File: config.mk
export PLATFORM = sky130hd
export DESIGN_NAME = rf_wb_arbiter
export DESIGN_NICKNAME = d
export VERILOG_FILES = /design/src/rtl/rv_pkg.sv /design/src/rtl/rr_arb2.sv /design/src/rtl/rf_wb_arbiter.sv
export SDC_FILE = /design/constraint.sdc
export NUM_CORES = 1
export LEC_CHECK = 0
export CAP_MARGIN = 20
export CORE_ASPECT_RATIO = 0.8
export CORE_MARGIN = 1
export CORE_UTILIZATION = 47
export CTS_CLUSTER_SIZE = 16
export DETAILED_ROUTE_END_ITERATION = 16
export GPL_TIMING_DRIVEN = 1
export PLACE_DENSITY_LB_ADDON = 0.08
export RECOVER_POWER = 25
export SYNTH_ARGS = -nofsm -noshare
export SYNTH_HDL_FRONTEND = slang
export SYNTH_SLANG_ARGS = --single-unit
export TNS_END_PERCENT = 20
File: constraint.sdc
create_clock -name clock -period 4.6 [get_ports clock]
set_clock_uncertainty 0.2 [all_clocks]
set_input_delay 0.46 -clock clock [delete_from_list [all_inputs] [get_ports clock]]
set_output_delay 0.46 -clock clock [all_outputs]
set_load 0.02 [all_outputs]
File: src/rtl/rv_pkg.sv
// Shared definitions for the miniRV writeback path.
//   N_REGS   : number of architectural registers (x0 reads as zero)
//   REG_ID_W : width of register index fields
//   XLEN     : data word width
//   wb_req_t : one writeback request (valid, destination, data)
//   wb_src_e : writeback source identifiers, value doubles as grant bit index
//   rd_in_range : true for a destination that may actually be written
package rv_pkg;

    localparam int N_REGS   = 16;
    localparam int REG_ID_W = 5;
    localparam int XLEN     = 32;

    typedef struct packed {
        logic                valid;
        logic [REG_ID_W-1:0] rd;
        logic [XLEN-1:0]     data;
    } wb_req_t;

    typedef enum logic {
        WB_ALU = 1'b0,
        WB_LSU = 1'b1
    } wb_src_e;

    // x0 is hardwired and indices past the register file are discarded.
    function automatic logic rd_in_range(input logic [REG_ID_W-1:0] rd);
        return (rd != '0) && (32'(rd) < N_REGS);
    endfunction

endpackage

File: src/rtl/rr_arb2.sv
// Two-requester round-robin arbiter.
//   clock, reset : system clock, synchronous active-high reset
//   req[1:0]     : request lines, bit index = wb_src_e value
//   grant[1:0]   : one-hot combinational grant (all zero when idle)
// The last-grant pointer only moves when both requesters compete, so a
// lone requester never steals the next turn from the other one.
module rr_arb2
    import rv_pkg::*;
(
    input  logic       clock,
    input  logic       reset,
    input  logic [1:0] req,
    output logic [1:0] grant
);

    wb_src_e last_grant_reg;
    wb_src_e last_grant_next;

    always_ff @(posedge clock) begin
        if (reset) begin
            last_grant_reg <= WB_ALU;
        end else begin
            last_grant_reg <= last_grant_next;
        end
    end

    always_comb begin
        grant           = 2'b00;
        last_grant_next = last_grant_reg;
        case (req)
            2'b01: grant = 2'b01;
            2'b10: grant = 2'b10;
            2'b11: begin
                // Contended: the side that did not win last time goes now.
                if (last_grant_reg == WB_ALU) begin
                    grant           = 2'b10;
                    last_grant_next = WB_LSU;
                end else begin
                    grant           = 2'b01;
                    last_grant_next = WB_ALU;
                end
            end
            default: grant = 2'b00;
        endcase
    end

endmodule

File: src/rtl/rf_wb_arbiter.sv
// Register-file writeback arbiter with pending-write scoreboard.
//   clock, reset            : system clock, synchronous active-high reset
//   claim_valid/claim_rd    : issue reserves a destination register
//   chk_rs1/chk_rs2, hazard : decode hazard lookup against the scoreboard
//   alu_* / lsu_*           : writeback requests, ready = accepted this cycle
//   rf_wen/rf_rd/rf_wdata   : registered register-file write port
//   pending                 : scoreboard bit vector (bit 0 always 0)
//   err_unclaimed           : sticky flag, a write hit a non-pending register
// The scoreboard bit clears on the same edge the output register loads, so
// the RF only holds the data one cycle after the bit drops; decode must not
// rely on a bypass from this block.
module rf_wb_arbiter
    import rv_pkg::*;
(
    input  logic                clock,
    input  logic                reset,
    input  logic                claim_valid,
    input  logic [REG_ID_W-1:0] claim_rd,
    input  logic [REG_ID_W-1:0] chk_rs1,
    input  logic [REG_ID_W-1:0] chk_rs2,
    output logic                hazard,
    input  logic                alu_valid,
    output logic                alu_ready,
    input  logic [REG_ID_W-1:0] alu_rd,
    input  logic [XLEN-1:0]     alu_data,
    input  logic                lsu_valid,
    output logic                lsu_ready,
    input  logic [REG_ID_W-1:0] lsu_rd,
    input  logic [XLEN-1:0]     lsu_data,
    output logic                rf_wen,
    output logic [REG_ID_W-1:0] rf_rd,
    output logic [XLEN-1:0]     rf_wdata,
    output logic [N_REGS-1:0]   pending,
    output logic                err_unclaimed
);

    wb_req_t             alu_req;
    wb_req_t             lsu_req;
    wb_req_t             win_req;
    logic [1:0]          grant;

    logic [N_REGS-1:0]   claim_mask;
    logic [N_REGS-1:0]   win_mask;
    logic [N_REGS-1:0]   rs1_hit;
    logic [N_REGS-1:0]   rs2_hit;
    logic [N_REGS-1:0]   claim_hit;

    logic [N_REGS-1:0]   pending_reg;
    logic [N_REGS-1:0]   pending_next;
    logic                err_reg;
    logic                err_next;
    logic                rf_wen_reg;
    logic [REG_ID_W-1:0] rf_rd_reg;
    logic [XLEN-1:0]     rf_wdata_reg;

    assign alu_req = '{valid: alu_valid, rd: alu_rd, data: alu_data};
    assign lsu_req = '{valid: lsu_valid, rd: lsu_rd, data: lsu_data};

    rr_arb2 u_arb (
        .clock (clock),
        .reset (reset),
        .req   ({lsu_req.valid, alu_req.valid}),
        .grant (grant)
    );

    assign alu_ready = grant[WB_ALU];
    assign lsu_ready = grant[WB_LSU];

    // Winner mux; valid here means "something was accepted this cycle".
    always_comb begin
        win_req       = grant[WB_LSU] ? lsu_req : alu_req;
        win_req.valid = |grant;
    end

    // Per-register decodes. Bit 0 is never matched, and indices at or above
    // N_REGS have no bit at all, so out-of-range ids fall out naturally.
    assign claim_mask[0] = 1'b0;
    assign win_mask[0]   = 1'b0;
    assign rs1_hit[0]    = 1'b0;
    assign rs2_hit[0]    = 1'b0;
    assign claim_hit[0]  = 1'b0;

    generate
        for (genvar gi = 1; gi < N_REGS; gi++) begin : g_reg
            assign claim_mask[gi] = claim_valid   && (claim_rd   == REG_ID_W'(gi));
            assign win_mask[gi]   = win_req.valid && (win_req.rd == REG_ID_W'(gi));
            assign rs1_hit[gi]    = pending_reg[gi] && (chk_rs1  == REG_ID_W'(gi));
            assign rs2_hit[gi]    = pending_reg[gi] && (chk_rs2  == REG_ID_W'(gi));
            assign claim_hit[gi]  = pending_reg[gi] && (claim_rd == REG_ID_W'(gi));
        end
    endgenerate

    // Clear first, then set: a same-cycle claim of the register being
    // written back keeps the bit pending for the new producer.
    assign pending_next = (pending_reg & ~win_mask) | claim_mask;
    assign err_next     = err_reg | (|(win_mask & ~pending_reg));

    assign hazard = (|rs1_hit) | (|rs2_hit) | (claim_valid & (|claim_hit));

    always_ff @(posedge clock) begin
        if (reset) begin
            pending_reg  <= '0;
            err_reg      <= 1'b0;
            rf_wen_reg   <= 1'b0;
            rf_rd_reg    <= '0;
            rf_wdata_reg <= '0;
        end else begin
            pending_reg <= pending_next;
            err_reg     <= err_next;
            // Invalid destinations are consumed but never reach the RF.
            rf_wen_reg  <= win_req.valid && rd_in_range(win_req.rd);
            if (win_req.valid) begin
                rf_rd_reg    <= win_req.rd;
                rf_wdata_reg <= win_req.data;
            end
        end
    end

    assign rf_wen        = rf_wen_reg;
    assign rf_rd         = rf_rd_reg;
    assign rf_wdata      = rf_wdata_reg;
    assign pending       = pending_reg;
    assign err_unclaimed = err_reg;

endmodule

# Word level (Yosys, flattened, before mapping)
# Cells that the tools add are included.
[word_totals]
regBits = 56
word_cells = 166
[op_classes]
eq_ne = 63
reduce_logical = 83
n_mux = 4
n_bitwise = 9
magnitude_cmp = 1
[op_table]
columns = ["op", "count"]
rows = [
  ["== test 5 x 4 -> 1 bit (second input constant)", 32],
  ["== test 5 x 3 -> 1 bit (second input constant)", 16],
  ["logical AND 1 bit", 77],
  ["OR reduction 15 bit", 3],
  ["== test 5 x 2 -> 1 bit (second input constant)", 8],
  ["2-to-1 mux 37 bit", 1],
  ["bitwise AND 16 bit", 2],
  ["NOT 16 bit", 2],
  ["== test 5 x 1 -> 1 bit (second input constant)", 4],
  ["bitwise OR 16 bit", 1],
  ["OR reduction 16 bit", 1],
  ["one-hot mux 2 bit (3 select lines)", 1],
  ["less-than comparator 5 bit (second input constant)", 1],
  ["nonzero test 5 bit", 1],
  ["== test 2 bit (second input constant)", 2],
  ["bitwise OR 1 bit", 3],
  ["== test 2 x 1 -> 1 bit (second input constant)", 1],
  ["2-to-1 mux 2 bit", 1],
  ["OR reduction 2 bit", 1],
  ["bitwise AND 1 bit", 1],
  ["2-to-1 mux 1 bit", 1],
]

# Logic depth before layout (Yosys ltp)
[logic_depth]
depth_word = 8
mapped_depth = 8
depth_no_buf = 6

# Modules after synthesis
# A second synthesis with hierarchy kept.
[hier_totals]
hier_cells = 416
hier_area_um2 = 3244.4
[modules_own_cells]
columns = ["mod", "n_inst", "cells_each", "seq_area_each_um2", "area_each_um2"]
rows = [
  ["rf_wb_arbiter", 1, 409, 1081.0, 3179.3],
  ["rr_arb2", 1, 7, 20.0, 65.1],
]

# Worst setup path after synthesis
# No wires, ideal clock.
[synth_timing]
path_type = "input port to output port"
start = "in chk_rs2[0]"
end = "out hazard"
required_ns = 3.940
arrival_ns = 1.908
path_stages = 6
slack_ns = 2.032
n_path_buf = 1
path_cell_list = "clkbuf_1 > mux2_2 > a221oi_1 > a2bb2oi_1 > o221a_2 > o221ai_1"
[synth_via]
elab_chain_len = 5
elab_cells_between_ends = 33
classes_between = "eq/ne (15); bitwise (2); reduce/logical (16)"
[synth_lines]
columns = ["element", "line_no", "text"]
rows = [
  ["start: declaration", "rf_wb_arbiter.sv:20", "input logic [REG_ID_W-1:0] chk_rs2,"],
  ["== test 5 x 1 -> 1 bit, or another cell as far along", "rf_wb_arbiter.sv:88", "assign rs2_hit[gi] = pending_reg[gi] && (chk_rs2 == REG_ID_W'(gi));"],
  ["logical AND 1 bit", "rf_wb_arbiter.sv:88", ""],
  ["OR reduction 15 bit (*)", "rf_wb_arbiter.sv:98", "assign hazard = (|rs1_hit) | (|rs2_hit) | (claim_valid & (|claim_hit));"],
  ["bitwise OR 1 bit (*) (2 in series)", "rf_wb_arbiter.sv:98", ""],
  ["end: declaration", "rf_wb_arbiter.sv:21", "output logic hazard,"],
]
# Mark *: on every way between the ends. The rest lies on a longest branch, timed or not.

# Final worst setup path
[layout_timing]
start = "in claim_rd[2]"
end = "out hazard"
[layout_via]
elab_chain_len = 5
elab_cells_between_ends = 33
classes_between = "eq/ne (15); bitwise (2); reduce/logical (16)"
[layout_lines]
columns = ["element", "line_no", "text"]
rows = [
  ["start: declaration", "rf_wb_arbiter.sv:18", "input logic [REG_ID_W-1:0] claim_rd,"],
  ["== test 5 x 1 -> 1 bit, or another cell as far along", "rf_wb_arbiter.sv:89", "assign claim_hit[gi] = pending_reg[gi] && (claim_rd == REG_ID_W'(gi));"],
  ["logical AND 1 bit", "rf_wb_arbiter.sv:89", ""],
  ["OR reduction 15 bit (*)", "rf_wb_arbiter.sv:98", ""],
  ["bitwise AND 1 bit (*)", "rf_wb_arbiter.sv:98", ""],
  ["bitwise OR 1 bit (*)", "rf_wb_arbiter.sv:98", ""],
]
# Marks and branches as above.

==> flow_metrics.tcl <==
set metrics [dict create \
    outcome "finished clean" \
    fin_crit_ns 3.56 \
    dieArea_um2 7990 \
    insertion_delay_ns 0.31 \
    grt_max_degree 56 \
    syn_nets 555 \
    multi_input_area_um2 2290 \
    met3_length_um 883 \
    drt-met1-wl_um 5280 \
    synth.avg_cell_area_um2 7.79 \
    dr.first_iter.drc_count 261 \
    postCtsSetupRepairBufs 0 \
    cts_resized 0 \
    placed_cells 679 \
    cp.required_ns 3.94 \
    synth_area_um2 3590 \
    fmax_ghz 0.281 \
    nNetsFinal 675 \
    via_count 3973 \
    drc 0 \
    relSlewSlack_pct 30.5 \
    portBuffers 150 \
    dr.pass1.iters 5 \
    crit_slowest_cell "clkdlybuf4s50_1" \
    drt-total-wl_um 11500 \
    ir_worst_vdd_v 0.000162 \
    numClockSinks 55 \
    holdPathStages 2 \
    reg2regPathDepth 6 \
    die_h_um 80.2 \
    routed-wl-met2_um 5230 \
    hold_violations 0 \
    power.leakage_nw 1.92 \
    timing.setup.tns_ns 0 \
    setup_viol 0 \
    coreArea_um2 7390 \
    critPathMaxFanout 13 \
    place.gp.congestion 0.931 \
    drive_gt1_share_pct 8.42 \
    cts_root_buf "clkbuf_8" \
    cts_tree "yes" \
    initial_core_util_pct 48.6 \
    grt_overflow_total 0 \
    wl_per_cell_um 16.7 \
    startpoint_type "primary input" \
    synth_flop_cell "dfxtp_1" \
    cap_violations 0 \
    clkTransAtPathRegs_ns 0.10 \
    antenna_found_initial 0 \
    min_from "rf_wdata[8]$_SDFFE_PP0P_" \
    path_buf_inv 2 \
    gr-usage-all-layers_pct 27.9 \
    die_w_um 99.7 \
    ys_seq_elements 55 \
    clockBufferDepth 2 \
    r2r-start "u_arb.last_grant_reg$_SDFFE_PP0N_" \
    grt_pass1_vias 3422 \
    p_per_area_nw_per_um2 241 \
    synth_edf_count 0 \
    cp_num_cells 7 \
    cp-end-kind "output port" \
    cts-hold-fix-buffers 0 \
    synth_area_leader_cell "dfxtp_1" \
    critPathLaunch "claim_rd[2]" \
    path_cells "clkdlybuf4s50_1, mux2_2, a221oi_1, a211oi_1, a211oi_1, o221ai_1, clkdlybuf4s50_1" \
    holdPathEnd "rf_wdata[8]$_SDFFE_PP0P_" \
    rrSetupSlack_ns 1.78 \
    top_layer "met4" \
    fillers 604 \
    largest_reg_flops 32 \
    worst_pin_slew_ns 1.04 \
    layout_commonest_cell "clkdlybuf4s50_1" \
    rsz0062_at_grt "false" \
    layout_common_cells "clkdlybuf4s50_1, nor2_1, dfxtp_1" \
    critPathKind "primary input to output port" \
    vias_per_cell 5.78 \
    postRouteAntennaNets 0 \
    io_pins 152 \
    area_growth_pct 44.5 \
    htreeDepth 2 \
    cp_top_family "buffers and inverters" \
    fin_crit_sh_pct 77.4 \
    grt_pass1_wl_um 17600 \
    hpwl_um 8140 \
    yosysSeqAreaShare_pct 30.7 \
    yosysWarnings 0 \
    timing.rr.end "err_unclaimed$_SDFF_PP0_" \
    synth.top_cell.area_share_pct 30.7 \
    syn_inst 461 \
    numCtsBuffers 5 \
    finalMaxSlewViolations 0 \
    max_stage_delay_ns 0.75 \
    core.rowCount 28 \
    ys_types 57 \
    hold_path.class "flop to flop" \
    register_area_um2 1100 \
    worst_ep_arrival_time_ns 2.90 \
    synthArstFlopShare_pct 0 \
    antenna_cells 0 \
    yosys-top-cells-area "dfxtp_1, mux2_2, nor2_1" \
    instances_no_fill 687 \
]
==> synthesized netlist by cell type (5+ instances only) <==
cell type and count:
o21ai_0 18, nor3_1 9, nor4_1 19, a311oi_1 15, nor2b_1 9, mux2i_1 14
nor3b_1 26, nand2b_1 7, mux2_2 30, dfxtp_1 55, nand3_1 7, a211oi_1 5
a21oi_1 19, clkbuf_1 29, nand2_1 51, nor2_1 72, nand3b_1 6
==> logic make-up after synthesis <==
family | after synthesis | share of synthesized area [%]
flip-flops | 55 | 30.7
AO/OA/AOI/OAI | 88 | 17.5
XOR/XNOR | 1 | 0.244
AND/OR/NAND/NOR | 225 | 32.1
other | 1 | 0.104
buffers and inverters | 46 | 5.47
multiplexers | 45 | 13.9
==> report_power, final <==
part           leakage, nW  total, mW  switching, mW  internal [mW]
logic                 1.41      0.375          0.184          0.190
registers            0.454      0.531         0.0229          0.508
clock network       0.0618      0.347          0.167          0.179
==> final cells by class <==
type / count / share of cell area (%)
Tap cell: 105 / 2.53
Clock buffer: 6 / 1.59
Inverter: 6 / 0.434
Sequential cell: 55 / 21.2
Timing Repair Buffer: 153 / 29.3
Multi-Input combinational cell: 360 / 44.2
Clock inverter: 2 / 0.748
==> worst max path at each step <==
stage | to | slack (ns)
2_1_floorplan | hazard | 2.03
3_3_place_gp | hazard | 1.12
3_5_place_dp | hazard | 1.09
4_1_cts | hazard | 1.06
5_1_grt | hazard | 0.93
6_report | hazard | 1.04
==> through the flow <==
step / util (%) / instance area, µm² / power, mW / worst slack [ns] / hold WS [ns]
after floorplan: - / 3590 / 0.739 / 2.03 / 0.361
after global placement: 68.5 / 5070 / 0.913 / 1.12 / 0.283
after detailed placement: 68.5 / 5070 / 0.921 / 1.09 / 0.291
after CTS: 70.2 / 5190 / 1.27 / 1.06 / 0.304
after global routing: 70.2 / 5190 / 1.31 / 0.934 / 0.318
final: 70.2 / 5190 / 1.25 / 1.04 / 0.296
==> metal layers <==
metal / vias to the layer above / GRT usage, %
met3: 8 / 5.92
met2: 172 / 44.1
met1: 1870 / 39.0
met5: - / 0
met4: 0 / 5.15
li1: 1923 / -
==> tightest hold or removal path, cell delays in order, from the launching register on <==
cell and delay, ns:
dfxtp_1 0.32, nor2_1 0.09, a311oi_1 0.05
Power figures use the tool's default switching activity.
